===== config.mk =====
export PLATFORM = sky130hd
export DESIGN_NAME = uart_tx_arbiter
export DESIGN_NICKNAME = d
export VERILOG_FILES = /design/src/rtl/uart_pkg.sv /design/src/rtl/rr_pick.sv /design/src/rtl/uart_tx_arbiter.sv
export SDC_FILE = /design/constraint.sdc
export NUM_CORES = 1
export LEC_CHECK = 0
export ABC_AREA = 1
export BUFFER_PORTS_ARGS = -buffer_cell sky130_fd_sc_hd__buf_2
export CORE_MARGIN = 2
export CORE_UTILIZATION = 53
export CTS_CLUSTER_DIAMETER = 150
export DETAILED_ROUTE_END_ITERATION = 10
export HOLD_SLACK_MARGIN = 0.12
export PLACE_DENSITY = 0.81
export SYNTH_ARGS = -nofsm -noshare
export SYNTH_HDL_FRONTEND = slang
export SYNTH_SLANG_ARGS = --single-unit

===== constraint.sdc =====
create_clock -name clk -period 3.2 [get_ports clk]
set_clock_uncertainty 0.15 [all_clocks]
set_input_delay 0 -clock clk [delete_from_list [all_inputs] [get_ports clk]]
set_output_delay 0 -clock clk [all_outputs]
set_load 0.1 [all_outputs]

===== src/rtl/uart_pkg.sv =====
// Shared UART definitions: line-rate constants, byte width and the
// transmit arbiter state encoding.
package uart_pkg;

    localparam int CLK_HZ       = 27_000_000;
    localparam int BAUD         = 115_200;
    localparam int DELAY_FRAMES = CLK_HZ / BAUD;
    localparam int UART_DW      = 8;

    typedef enum logic {
        ARB_IDLE  = 1'b0,
        ARB_GRANT = 1'b1
    } arb_state_t;

endpackage


===== src/rtl/rr_pick.sv =====
// Combinational round-robin select: starting just after the last granted
// requester, returns the first requesting index as one-hot and binary.
module rr_pick #(
    parameter  int NUM_REQ = 4,
    localparam int IDW     = $clog2(NUM_REQ)
) (
    input  logic [NUM_REQ-1:0] req,
    input  logic [IDW-1:0]     last_id,
    output logic [NUM_REQ-1:0] pick_onehot,
    output logic [IDW-1:0]     pick_idx
);

    int             cand;
    logic [IDW-1:0] cand_idx;
    logic           found;

    // Scan last_id+1, last_id+2, ... modulo NUM_REQ; first hit wins.
    always_comb begin
        pick_onehot = '0;
        pick_idx    = '0;
        found       = 1'b0;
        cand        = 0;
        cand_idx    = '0;
        for (int k = 1; k <= NUM_REQ; k++) begin
            cand     = (int'(last_id) + k) % NUM_REQ;
            cand_idx = IDW'(cand);
            if (!found && req[cand_idx]) begin
                found                 = 1'b1;
                pick_onehot[cand_idx] = 1'b1;
                pick_idx              = cand_idx;
            end
        end
    end

endmodule


===== src/rtl/uart_tx_arbiter.sv =====
// Shares one UART transmit serializer among NUM_REQ byte-stream sources.
// Round-robin grant with packet lock, burst cap and stall timeout, feeding
// a one-entry holding register on the serializer's valid/ready port.
module uart_tx_arbiter
    import uart_pkg::*;
#(
    parameter  int NUM_REQ       = 4,
    parameter  int MAX_BURST     = 16,
    parameter  int STALL_TIMEOUT = 1024,
    localparam int IDW           = $clog2(NUM_REQ)
) (
    input  logic                       clk,
    input  logic                       rst_n,
    input  logic [NUM_REQ-1:0]         req_valid,
    input  logic [UART_DW*NUM_REQ-1:0] req_data,
    input  logic [NUM_REQ-1:0]         req_last,
    output logic [NUM_REQ-1:0]         req_ready,
    output logic [UART_DW-1:0]         tx_data,
    output logic                       tx_valid,
    input  logic                       tx_ready,
    output logic [IDW-1:0]             grant_id,
    output logic                       busy
);

    localparam int SCW = $clog2(STALL_TIMEOUT + 1);

    arb_state_t           state, state_nxt;
    logic [7:0]           burst_cnt;
    logic [SCW-1:0]       stall_cnt;
    logic [NUM_REQ-1:0]   pick_onehot;
    logic [IDW-1:0]       pick_idx;
    logic                 pick_any;
    logic                 gnt_valid;
    logic                 gnt_last;
    logic [UART_DW-1:0]   gnt_data;
    logic                 can_load;
    logic                 accept;
    logic                 burst_hit;
    logic                 stall_hit;

    rr_pick #(
        .NUM_REQ (NUM_REQ)
    ) u_rr_pick (
        .req         (req_valid),
        .last_id     (grant_id),
        .pick_onehot (pick_onehot),
        .pick_idx    (pick_idx)
    );

    assign pick_any = |pick_onehot;
    assign can_load = !tx_valid || tx_ready;
    assign busy     = (state == ARB_GRANT) || tx_valid;

    // Select the granted requester's valid, last flag and byte.
    always_comb begin
        gnt_valid = 1'b0;
        gnt_last  = 1'b0;
        gnt_data  = '0;
        for (int i = 0; i < NUM_REQ; i++) begin
            if (grant_id == IDW'(i)) begin
                gnt_valid = req_valid[i];
                gnt_last  = req_last[i];
                gnt_data  = req_data[UART_DW*i +: UART_DW];
            end
        end
    end

    // Next-state logic, ready demux and release decision.
    always_comb begin
        state_nxt = state;
        req_ready = '0;
        accept    = 1'b0;
        burst_hit = 1'b0;
        stall_hit = 1'b0;
        case (state)
            ARB_IDLE: begin
                if (pick_any) begin
                    state_nxt = ARB_GRANT;
                end
            end
            ARB_GRANT: begin
                req_ready[grant_id] = can_load;
                accept    = gnt_valid && can_load;
                burst_hit = (burst_cnt + 8'd1) == 8'(MAX_BURST);
                stall_hit = !gnt_valid && (stall_cnt == SCW'(STALL_TIMEOUT - 1));
                if ((accept && (gnt_last || burst_hit)) || stall_hit) begin
                    state_nxt = ARB_IDLE;
                end
            end
            default: state_nxt = ARB_IDLE;
        endcase
    end

    // FSM state register.
    always_ff @(posedge clk or negedge rst_n) begin
        if (!rst_n) begin
            state <= ARB_IDLE;
        end else begin
            state <= state_nxt;
        end
    end

    // Grant index and burst/stall counters; a fresh grant clears both counters.
    always_ff @(posedge clk or negedge rst_n) begin
        if (!rst_n) begin
            grant_id  <= IDW'(NUM_REQ - 1);
            burst_cnt <= '0;
            stall_cnt <= '0;
        end else if (state == ARB_IDLE) begin
            if (pick_any) begin
                grant_id  <= pick_idx;
                burst_cnt <= '0;
                stall_cnt <= '0;
            end
        end else begin
            if (accept) begin
                burst_cnt <= burst_cnt + 8'd1;
            end
            // A valid byte blocked by a full holding register is not a stall.
            if (gnt_valid) begin
                stall_cnt <= '0;
            end else begin
                stall_cnt <= stall_cnt + SCW'(1);
            end
        end
    end

    // Holding register: load on accept, empty on drain; both together reload.
    always_ff @(posedge clk or negedge rst_n) begin
        if (!rst_n) begin
            tx_data  <= '0;
            tx_valid <= 1'b0;
        end else if (accept) begin
            tx_data  <= gnt_data;
            tx_valid <= 1'b1;
        end else if (tx_valid && tx_ready) begin
            tx_valid <= 1'b0;
        end
    end

endmodule


==> run_results.csv, run 1 <==
group,metric,value,unit
run_status,status,"completed",
worst_setup_path,worstPathArrival,2.84,ns
worst_setup_path,cp-end-kind,"register",
floorplan,io_pins,59,
detailed_routing,first_pass_iters,4,
yosys,synth_cell_types,29,
timing,tns,0,ns
timing,period_minus_slack,2.79,ns
floorplan,die_y,68.4,um
global_route,grt_pass1_wl,8860,um
cells_and_area,drive_above_1_share,20.8,%
detailed_routing,dr_wl_met2,2710,um
yosys,syn_area,2200,um^2
yosys,yosys.area.top_type,"dfrtp_1",
detailed_routing,vias,2304,
clock_tree,numCtsBuffers,5,
yosys,ys_warn_count,0,
timing,hold_viol_final,0,
placement,post-place-ws,0.513,ns
clock_tree,post_cts_resize_count,0,
detailed_routing,drcViolationCount,0,
yosys,synthFlopType,"dfrtp_1",
global_route,grt_util_all_layers,25.2,%
clock_tree,clk_pin_slew,0.07,ns
detailed_routing,post_drt_wl_per_cell,12.2,um
floorplan,start_util,55.0,%
clock_tree,clock-sinks,31,
cells_and_area,diodes,0,
yosys,synthesis.nets,370,
clock_tree,clock-root-buffer,"clkbuf_8",
placement,place.gp.congestion,0.923,
floorplan,dieArea,4680,um^2
flow_run,cap_viol_max_count,0,
clock_tree,cts_max_level,2,
global_route,antenna_found_initial,0,
global_route,grt_start_max_net_pins,32,
yosys,yosysMostFrequentCell,"nand2_1",
power,p_total,3.13,mW
timing,tightestPinTransition,0.665,ns
power,p_per_area,1120,nW/um^2
floorplan,rows,23,
yosys,synth-edff-count,0,
worst_setup_path,ff2ff_setup_slack,0.41,ns
timing,max_freq,359,MHz
placement,port_buffers,58,
yosys,synth_common_cells,"nand2_1 (100), nand3_1 (34), dfrtp_1 (29), o21ai_0 (29), inv_1 (26)",
yosys,seq_area_frac_synth,35.4,%
worst_setup_path,start_kind,"register",
detailed_routing,dr_wl_met3,253,um
cells_and_area,syn2layout_area_growth,26.8,%
worst_setup_path,reg2reg_from,"grant_id[1]",
placement,dp_hpwl,3740,um
detailed_routing,ant_nets,0,
yosys,syn_inst,317,
global_route,grt_pass1_vias,2160,
worst_setup_path,worstReg2RegEnd,"tx_data[3]",
timing,setup_viol,0,
yosys,ys_seq_elements,31,
timing,post-route-period-util,87.1,%
detailed_routing,wl_met1,2370,um
detailed_routing,wl,5440,um
yosys,async_reset_ff_share,100,%
clock_tree,cts_buffer_depth,2,
detailed_routing,viasPerCell,5.18,
worst_setup_path,crit_type,"reg2reg",
clock_tree,insertion_delay,0.29,ns
worst_hold_path,hold_path.class,"in2async",
floorplan,die_w,68.4,um
worst_setup_path,cp.required,3.26,ns
worst_setup_path,path_max_fanout,13,
yosys,syn_avg_cell_area,6.94,um^2
detailed_routing,drt_iter0_drc,114,
yosys,synth.area.top_cells,"dfrtp_1 (33%), nand2_1 (17%), nand3_1 (7.7%)",
timing,slew_violations,0,
cells_and_area,nets,447,
timing,fin_ws,0.412,ns
power,ir_drop,0.000933,V
global_route,gr-total-overflow,0,
yosys,synth_top_area_share,33.0,%
floorplan,core_area,4000,um^2
worst_setup_path,reg2reg_depth,10,
timing,slew_headroom,55.7,%
clock_tree,cts_tree,"yes",
detailed_routing,top_layer_used,"met4",
power,leakagePower,1.49,nW
timing,rsz0062_at_grt,"no",
where the power goes:
part / internal [mW] / total, mW / switching (mW)
clock network: 0.152 / 0.294 / 0.142
logic: 0.619 / 2.21 / 1.59
registers: 0.513 / 0.620 / 0.107
worst max-delay path by stage:
stage	cells past startpoint	start	to
final	10	grant_id[1]	tx_data[3]
after global routing	11	grant_id[1]	tx_data[7]
after CTS	11	grant_id[1]	tx_data[0]
after detailed placement	11	grant_id[1]	tx_data[2]
after global placement	11	grant_id[1]	tx_data[6]
after floorplan	4	grant_id[1]	req_ready[3]
logic make-up after synthesis:
| family | Yosys count | share of synthesized area [%] |
|---|---|---|
| AND/OR/NAND/NOR | 173 | 34.4 |
| XOR/XNOR | 11 | 4.38 |
| flip-flops | 31 | 35.4 |
| multiplexers | 1 | 0.455 |
| buffers and inverters | 40 | 7.79 |
| adder cells (fa/ha/maj) | 10 | 5.69 |
| AO/OA/AOI/OAI | 51 | 11.9 |
sequential cells by signal (all words and copies together) (netlist names):
name       count
burst_cnt      8
state          1
tx_valid       1
grant_id       2
tx_data        8
stall_cnt     11
worst max-delay path, cell delays in order (launching register included):
cell and delay (ns):
dfstp_2 0.63, inv_1 0.14, ha_1 0.34, inv_2 0.22, nand3_1 0.09, nand2_1 0.08
o21ai_0 0.12, nand2_1 0.10, o21ai_0 0.09, dlygate4sd3_1 0.58, o21ai_0 0.15
cell type report:
class | instances | area [um^2]
Multi-Input combinational cell | 246 | 1250
Fill cell | 340 | 1210
Sequential cell | 31 | 778
Timing Repair Buffer | 80 | 503
Inverter | 30 | 115
Clock buffer | 7 | 76.3
Tap cell | 50 | 62.6
Clock inverter | 1 | 5.00
metrics by stage:
stage                     util [%]  area [um^2]  hold WS, ns  cells
after CTS                     69.8         2790        0.135    445
after detailed placement      63.0         2520      -0.0747    418
after global routing          69.8         2790        0.208    445
after global placement        63.0         2520      -0.0782    418
final                         69.8         2790        0.136    445
after floorplan                  -         2200       -0.446    317
timing repair:
| item | in CTS | in global routing |
|---|---|---|
| hold buffers | 19 | 0 |
| hold endpoints to repair | 41 | 0 |
| setup buffers | 0 | 0 |
per-layer routing:
metal	vias to the layer above	track usage [%]
met5	-	0
met4	0	9.25
met3	13	5.10
met2	75	45.2
met1	1041	29.2
li1	1175	-
placed cells by master (no fill, tap or decap), types with 2 or more instances in the layout:
master	Yosys	layout
buf_2	3	58
nor3_1	4	4
a21oi_1	12	12
xnor2_1	2	2
nand4_1	5	5
dfstp_2	2	2
o21ai_0	29	29
clkinv_1	2	2
xor2_1	9	9
clkbuf_8	0	5
o21ai_1	7	7
nor2_1	19	19
inv_1	26	26
dlygate4sd3_1	0	19
ha_1	10	10
buf_4	0	3
nor2_4	3	3
or2_2	2	2
clkbuf_1	5	2
nand3_1	34	34
nand2_1	100	100
dfrtp_1	29	29
nand2_2	4	4
(Power assumes the default switching activity.)
==> run 2: changes to the inputs <==
- CTS_CLUSTER_SIZE: not set -> 20
- PLACE_DENSITY: 0.81 -> 0.8
- clock period: 3.2 -> 2.7 ns (I/O delays scaled with it)
==> run 2 against run 1 <==
  * Via count increased by 4.1%
  * Final area grew 4.5%
  * Critical endpoint is now tx_data[0]
  * Sequential power is 17% higher
  * Setup slack worse by 0.29 ns
  * Clock power is 65% higher
  * Non-clock buffer count rose by 8
  * Die area is the same
  * Critical path depth unchanged
  * Combinational power is 26% higher
  * Hold slack got worse by 0.0038 ns
  * Utilization is 3.1 points higher
==> run_results.csv, run 2 (synthesis results as in run 1) <==
group,metric,value,unit
power,ir_drop,0.00135,V
global_route,grt_util_all_layers,28.1,%
clock_tree,numCtsBuffers,5,
cells_and_area,largest_register_ffs,11,
worst_setup_path,path_max_fanout,11,
timing,tightestPinTransition,0.705,ns
timing,rsz0062_at_grt,"no",
cells_and_area,nets,455,
clock_tree,cts_max_level,2,
worst_setup_path,cp-end-kind,"register",
cells_and_area,syn2layout_area_growth,32.5,%
cells_and_area,fin_util,72.9,%
worst_setup_path,crit_chain,"buf_4, ha_1, buf_6, inv_1, buf_4, o21ai_0, nand2_1, o21ai_0, dlygate4sd3_1, o21ai_0",
detailed_routing,wl,5800,um
floorplan,rows,23,
worst_setup_path,worstPathArrival,2.59,ns
worst_setup_path,cp.required,2.71,ns
clock_tree,cts_tree,"yes",
floorplan,dieArea,4680,um^2
timing,setup_viol,0,
floorplan,core_area,4000,um^2
clock_tree,clock-root-buffer,"clkbuf_8",
worst_setup_path,crit_top_cell,"o21ai_0",
global_route,grt_pass1_vias,2283,
cells_and_area,drive_above_1_share,23.8,%
global_route,antenna_found_initial,0,
global_route,grt_pass1_wl,9740,um
floorplan,io_pins,59,
run_status,status,"completed",
floorplan,die_w,68.4,um
timing,hold_viol_final,0,
detailed_routing,ant_nets,0,
timing,slew_headroom,53.0,%
worst_setup_path,max_stage_delay,0.62,ns
cells_and_area,final_common_cell,"nand2_1",
timing,tns,0,ns
power,leakagePower,1.56,nW
power,p_per_area,1370,nW/um^2
worst_setup_path,crit_slowest_cell,"dfstp_2",
detailed_routing,vias,2399,
detailed_routing,drt_iter0_drc,204,
worst_setup_path,start_kind,"register",
timing,max_freq,388,MHz
floorplan,die_y,68.4,um
cells_and_area,diodes,0,
detailed_routing,first_pass_iters,4,
clock_tree,insertion_delay,0.29,ns
clock_tree,clk_pin_slew,0.07,ns
placement,dp_hpwl,3980,um
clock_tree,cts_buffer_depth,2,
worst_hold_path,hold_path.class,"in2reg",
cells_and_area,reg.largest.list,"stall_cnt: 11 flops, burst_cnt: 8 flops, tx_data: 8 flops",
placement,port_buffers,58,
cells_and_area,final_cell_mix,"nand2_1 (100), buf_2 (58), nand3_1 (34)",
floorplan,start_util,55.0,%
detailed_routing,viasPerCell,5.30,
detailed_routing,drcViolationCount,0,
flow_run,cap_viol_max_count,0,
clock_tree,clock-sinks,31,
global_route,gr-total-overflow,0,
detailed_routing,post_drt_wl_per_cell,12.8,um
cells_and_area,regMostFlops,"stall_cnt",
timing,period_minus_slack,2.58,ns
placement,place.gp.congestion,0.849,
global_route,grt_start_max_net_pins,32,
timing,slew_violations,0,
timing,post-route-period-util,95.5,%
worst_setup_path,crit_type,"reg2reg",
[run 2: stage by stage]
stage,cell area [um^2],setup WS [ns],hold slack [ns],total power [mW],instances
5_1_grt,2920,0.00254,0.154,4.29,453
2_1_floorplan,2210,0.00564,-0.446,2.76,317
3_3_place_gp,2570,0.288,-0.0715,3.21,422
6_report,2920,0.122,0.132,3.99,453
3_5_place_dp,2570,0.160,-0.0625,3.26,422
4_1_cts,2890,0.0748,0.128,3.91,450
[run 2: power breakdown]
part           leakage [nW]  internal, mW  switching [mW]  total, mW
Sequential            0.405         0.607           0.116      0.723
Combinational          1.09         0.821            1.96       2.78
Clock                0.0612         0.299           0.186      0.484
Total                  1.56          1.73            2.26       3.99
[run 2: final timing paths]
| path | endpoint | depth (start not counted) | startpoint | slack (ns) |
|---|---|---|---|---|
| max | tx_data[0] | 10 | grant_id[1] | 0.12 |
| min | state | 8 | req_last[2] | 0.13 |
| max reg2reg | tx_data[0] | 10 | grant_id[1] | 0.12 |
| min reg2reg | stall_cnt[8] | 2 | stall_cnt[8] | 0.34 |
| max in group asynchronous | tx_data[0] | 2 | rst_n | 1.80 |
| min in group asynchronous | stall_cnt[2] | 2 | rst_n | 0.14 |
[run 2: what timing repair did]
item | CTS | global route
setup endpoints to repair | 0 | 22
endpoints found under the hold margin | 42 | 0
buffers inserted | 0 | 3
gates resized for setup | 0 | 7
hold buffers | 20 | 0
[run 2: area by class of cell]
cell class	count	area (um^2)
Clock buffer	6	82.6
Tap cell	50	62.6
Sequential cell	31	778
Multi-Input combinational cell	246	1260
Timing Repair Buffer	88	582
Clock inverter	2	35.0
Fill cell	323	1080
Inverter	30	115
[run 2: critical path: cells and delay by family (launching register included)]
family                     cells  cell delay, ns
and+or+nand+nor                1            0.06
adders and majority gates      1            0.18
buffers and inverters          5            1.10
DFF                            1            0.62
AOI/OAI and AO/OA              3            0.32
[run 2: routing by layer]
metal  track usage, %  share of wire, %  up-vias
met1             33.1                42     1130
li1                 -                 -     1190
met4             9.75               1.7        0
met2             48.7                51       68
met3             7.57               5.4       11
met5                0                 0        -
==> run 3: changes to the inputs <==
- CORE_MARGIN: 2 -> 8
==> run 3 against run 2 <==
  * Utilization fell by 1.3 points
  * Global-route usage fell by 8.8 points
  * First-iteration DRC count fell by 27%
  * Via count fell by 2.6%
  * Die area rose by 38%
  * Final area fell by 1.8%
  * Hold slack improved by 0.015 ns
  * Register-to-register slack barely moved
  * Sequential share of layout area rose by 0.49 points
  * Power fell by 4.3%
  * Critical path type unchanged
  * Non-clock buffer count did not move
  * Sequential power fell by 1%
==> run_results.csv, run 3 (synthesis results as in run 1) <==
group,metric,value,unit
timing,tightestPinTransition,0.688,ns
timing,tns,0,ns
cells_and_area,fin_cells,453,
timing,hold_viol_final,0,
global_route,grt_pass1_wl,9980,um
clock_tree,clk_pin_slew,0.07,ns
worst_setup_path,worstPathArrival,2.60,ns
worst_setup_path,crit_top_cell,"o21ai_0",
detailed_routing,drcViolationCount,0,
cells_and_area,largest_register_ffs,11,
cells_and_area,nets,455,
power,leakagePower,1.53,nW
clock_tree,clock-root-buffer,"clkbuf_8",
clock_tree,clock-sinks,31,
power,ir_drop,0.00123,V
floorplan,start_util,55.0,%
power,switching_power,2.23,mW
timing,max_freq,390,MHz
cells_and_area,reg.largest.list,"stall_cnt: 11 flops, burst_cnt: 8 flops, tx_data: 8 flops",
worst_hold_path,hold_path.class,"in2async",
power,p_per_area,1330,nW/um^2
clock_tree,insertion_delay,0.28,ns
detailed_routing,first_pass_iters,4,
placement,placedCellCount,422,
detailed_routing,post_drt_wl_per_cell,13.3,um
worst_setup_path,start_kind,"register",
global_route,antenna_found_initial,0,
worst_setup_path,max_stage_delay,0.61,ns
worst_setup_path,ff2ff_setup_slack,0.13,ns
detailed_routing,viasPerCell,5.16,
timing,post-route-period-util,95.1,%
worst_setup_path,crit_chain,"inv_4, ha_1, buf_4, inv_1, buf_6, o21ai_0, nand2_1, o21ai_0, dlygate4sd3_1, o21ai_0",
global_route,gr-total-overflow,0,
cells_and_area,final_cell_mix,"nand2_1 (100), buf_2 (58), nand3_1 (34)",
clock_tree,cts_buffer_depth,2,
timing,period_minus_slack,2.57,ns
timing,slew_headroom,54.1,%
worst_setup_path,crit_family,"buffers and inverters",
placement,place.gp.congestion,0.913,
timing,setup_viol,0,
floorplan,io_pins,59,
cells_and_area,regMostFlops,"stall_cnt",
floorplan,core_area,4000,um^2
clock_tree,numCtsBuffers,5,
floorplan,rows,23,
detailed_routing,wl,6050,um
placement,dp_hpwl,4190,um
cells_and_area,fin_util,71.6,%
power,p_seq_share,18.7,%
clock_tree,cts_tree,"yes",
timing,fin_ws,0.134,ns
power,p_sw_share,58.4,%
global_route,grt_start_max_net_pins,32,
placement,port_buffers,58,
worst_setup_path,timing.critical_path.buf_inv,5,
worst_setup_path,cp-end-kind,"register",
floorplan,die_y,80.4,um
timing,slew_violations,0,
cells_and_area,diodes,0,
detailed_routing,vias,2337,
global_route,grt_pass1_vias,2268,
cells_and_area,final_common_cell,"nand2_1",
power,pwr-share-clk,9.1,%
cells_and_area,drive_above_1_share,23.1,%
detailed_routing,ant_nets,0,
worst_setup_path,cp.required,2.74,ns
floorplan,dieArea,6470,um^2
worst_setup_path,crit_type,"reg2reg",
power,p_int,1.59,mW
global_route,grt_util_all_layers,19.2,%
detailed_routing,drt_iter0_drc,148,
worst_setup_path,crit_slowest_cell,"dfstp_2",
worst_setup_path,path_max_fanout,11,
cells_and_area,syn2layout_area_growth,30.1,%
power,combPwrFrac,72.2,%
run_status,status,"completed",
power,p_total,3.82,mW
clock_tree,cts_max_level,2,
timing,rsz0062_at_grt,"no",
placement,post-place-ws,0.164,ns
flow_run,cap_viol_max_count,0,
floorplan,die_w,80.4,um
[run 3: cell types whose count changed in the layout (fill, tap and decap cells not counted)]
cell | before | now
o21ai_0 | 24 | 28
buf_4 | 8 | 10
clkbuf_8 | 6 | 5
clkbuf_1 | 0 | 3
inv_2 | 2 | 1
clkinv_2 | 1 | 0
dlygate4sd3_1 | 20 | 19
o21ai_1 | 12 | 8
bufinv_16 | 1 | 0
buf_12 | 1 | 0
inv_1 | 25 | 26
[run 3: timing repair]
action | 4_1_cts | 5_1_grt
gates resized for setup | 0 | 2
endpoints found under the hold margin | 41 | 0
hold buffers | 19 | 0
setup buffers | 0 | 4
setup endpoints to repair | 0 | 10
[run 3: cell type report]
type | count | area, um^2
repair buffers | 88 | 567
inverters | 30 | 115
fillers | 337 | 1140
well taps | 50 | 62.6
flip-flops and latches | 31 | 778
multi-input cells | 246 | 1260
clock buffers | 8 | 80.1
[run 3: metrics by stage]
stage	hold WS [ns]	instance area, um^2
4_1_cts	0.146	2830
3_5_place_dp	-0.0722	2560
3_3_place_gp	-0.0756	2560
6_report	0.147	2860
5_1_grt	0.198	2860
2_1_floorplan	-0.446	2210
[run 3: routing by layer]
layer / share of wire, % / vias up / GRT usage, %
met2: 51 / 54 / 33.8
met1: 43 / 1082 / 21.1
met4: 1.5 / 0 / 6.73
met3: 4.8 / 8 / 6.03
met5: 0 / - / 0
li1: - / 1193 / -
[run 3: path summary, 6_finish.rpt]
check,from,end,cells past startpoint
hold reg to reg,tx_data[1],tx_data[1],2
min in group clk,req_valid[2],grant_id[1],7
hold / removal,rst_n,stall_cnt[4],2
setup / recovery,grant_id[0],tx_data[2],10
max in group asynchronous,rst_n,tx_data[4],2
setup reg to reg,grant_id[0],tx_data[2],10
[run 3: power by group through the flow]
stage | Sequential [mW] | Combinational [mW] | Clock (mW)
after floorplan | 1.25 | 1.51 | 0
after global placement | 0.730 | 2.46 | 0
after detailed placement | 0.735 | 2.50 | 0
after CTS | 0.728 | 2.66 | 0.353
after global routing | 0.732 | 2.99 | 0.380
final | 0.715 | 2.76 | 0.347
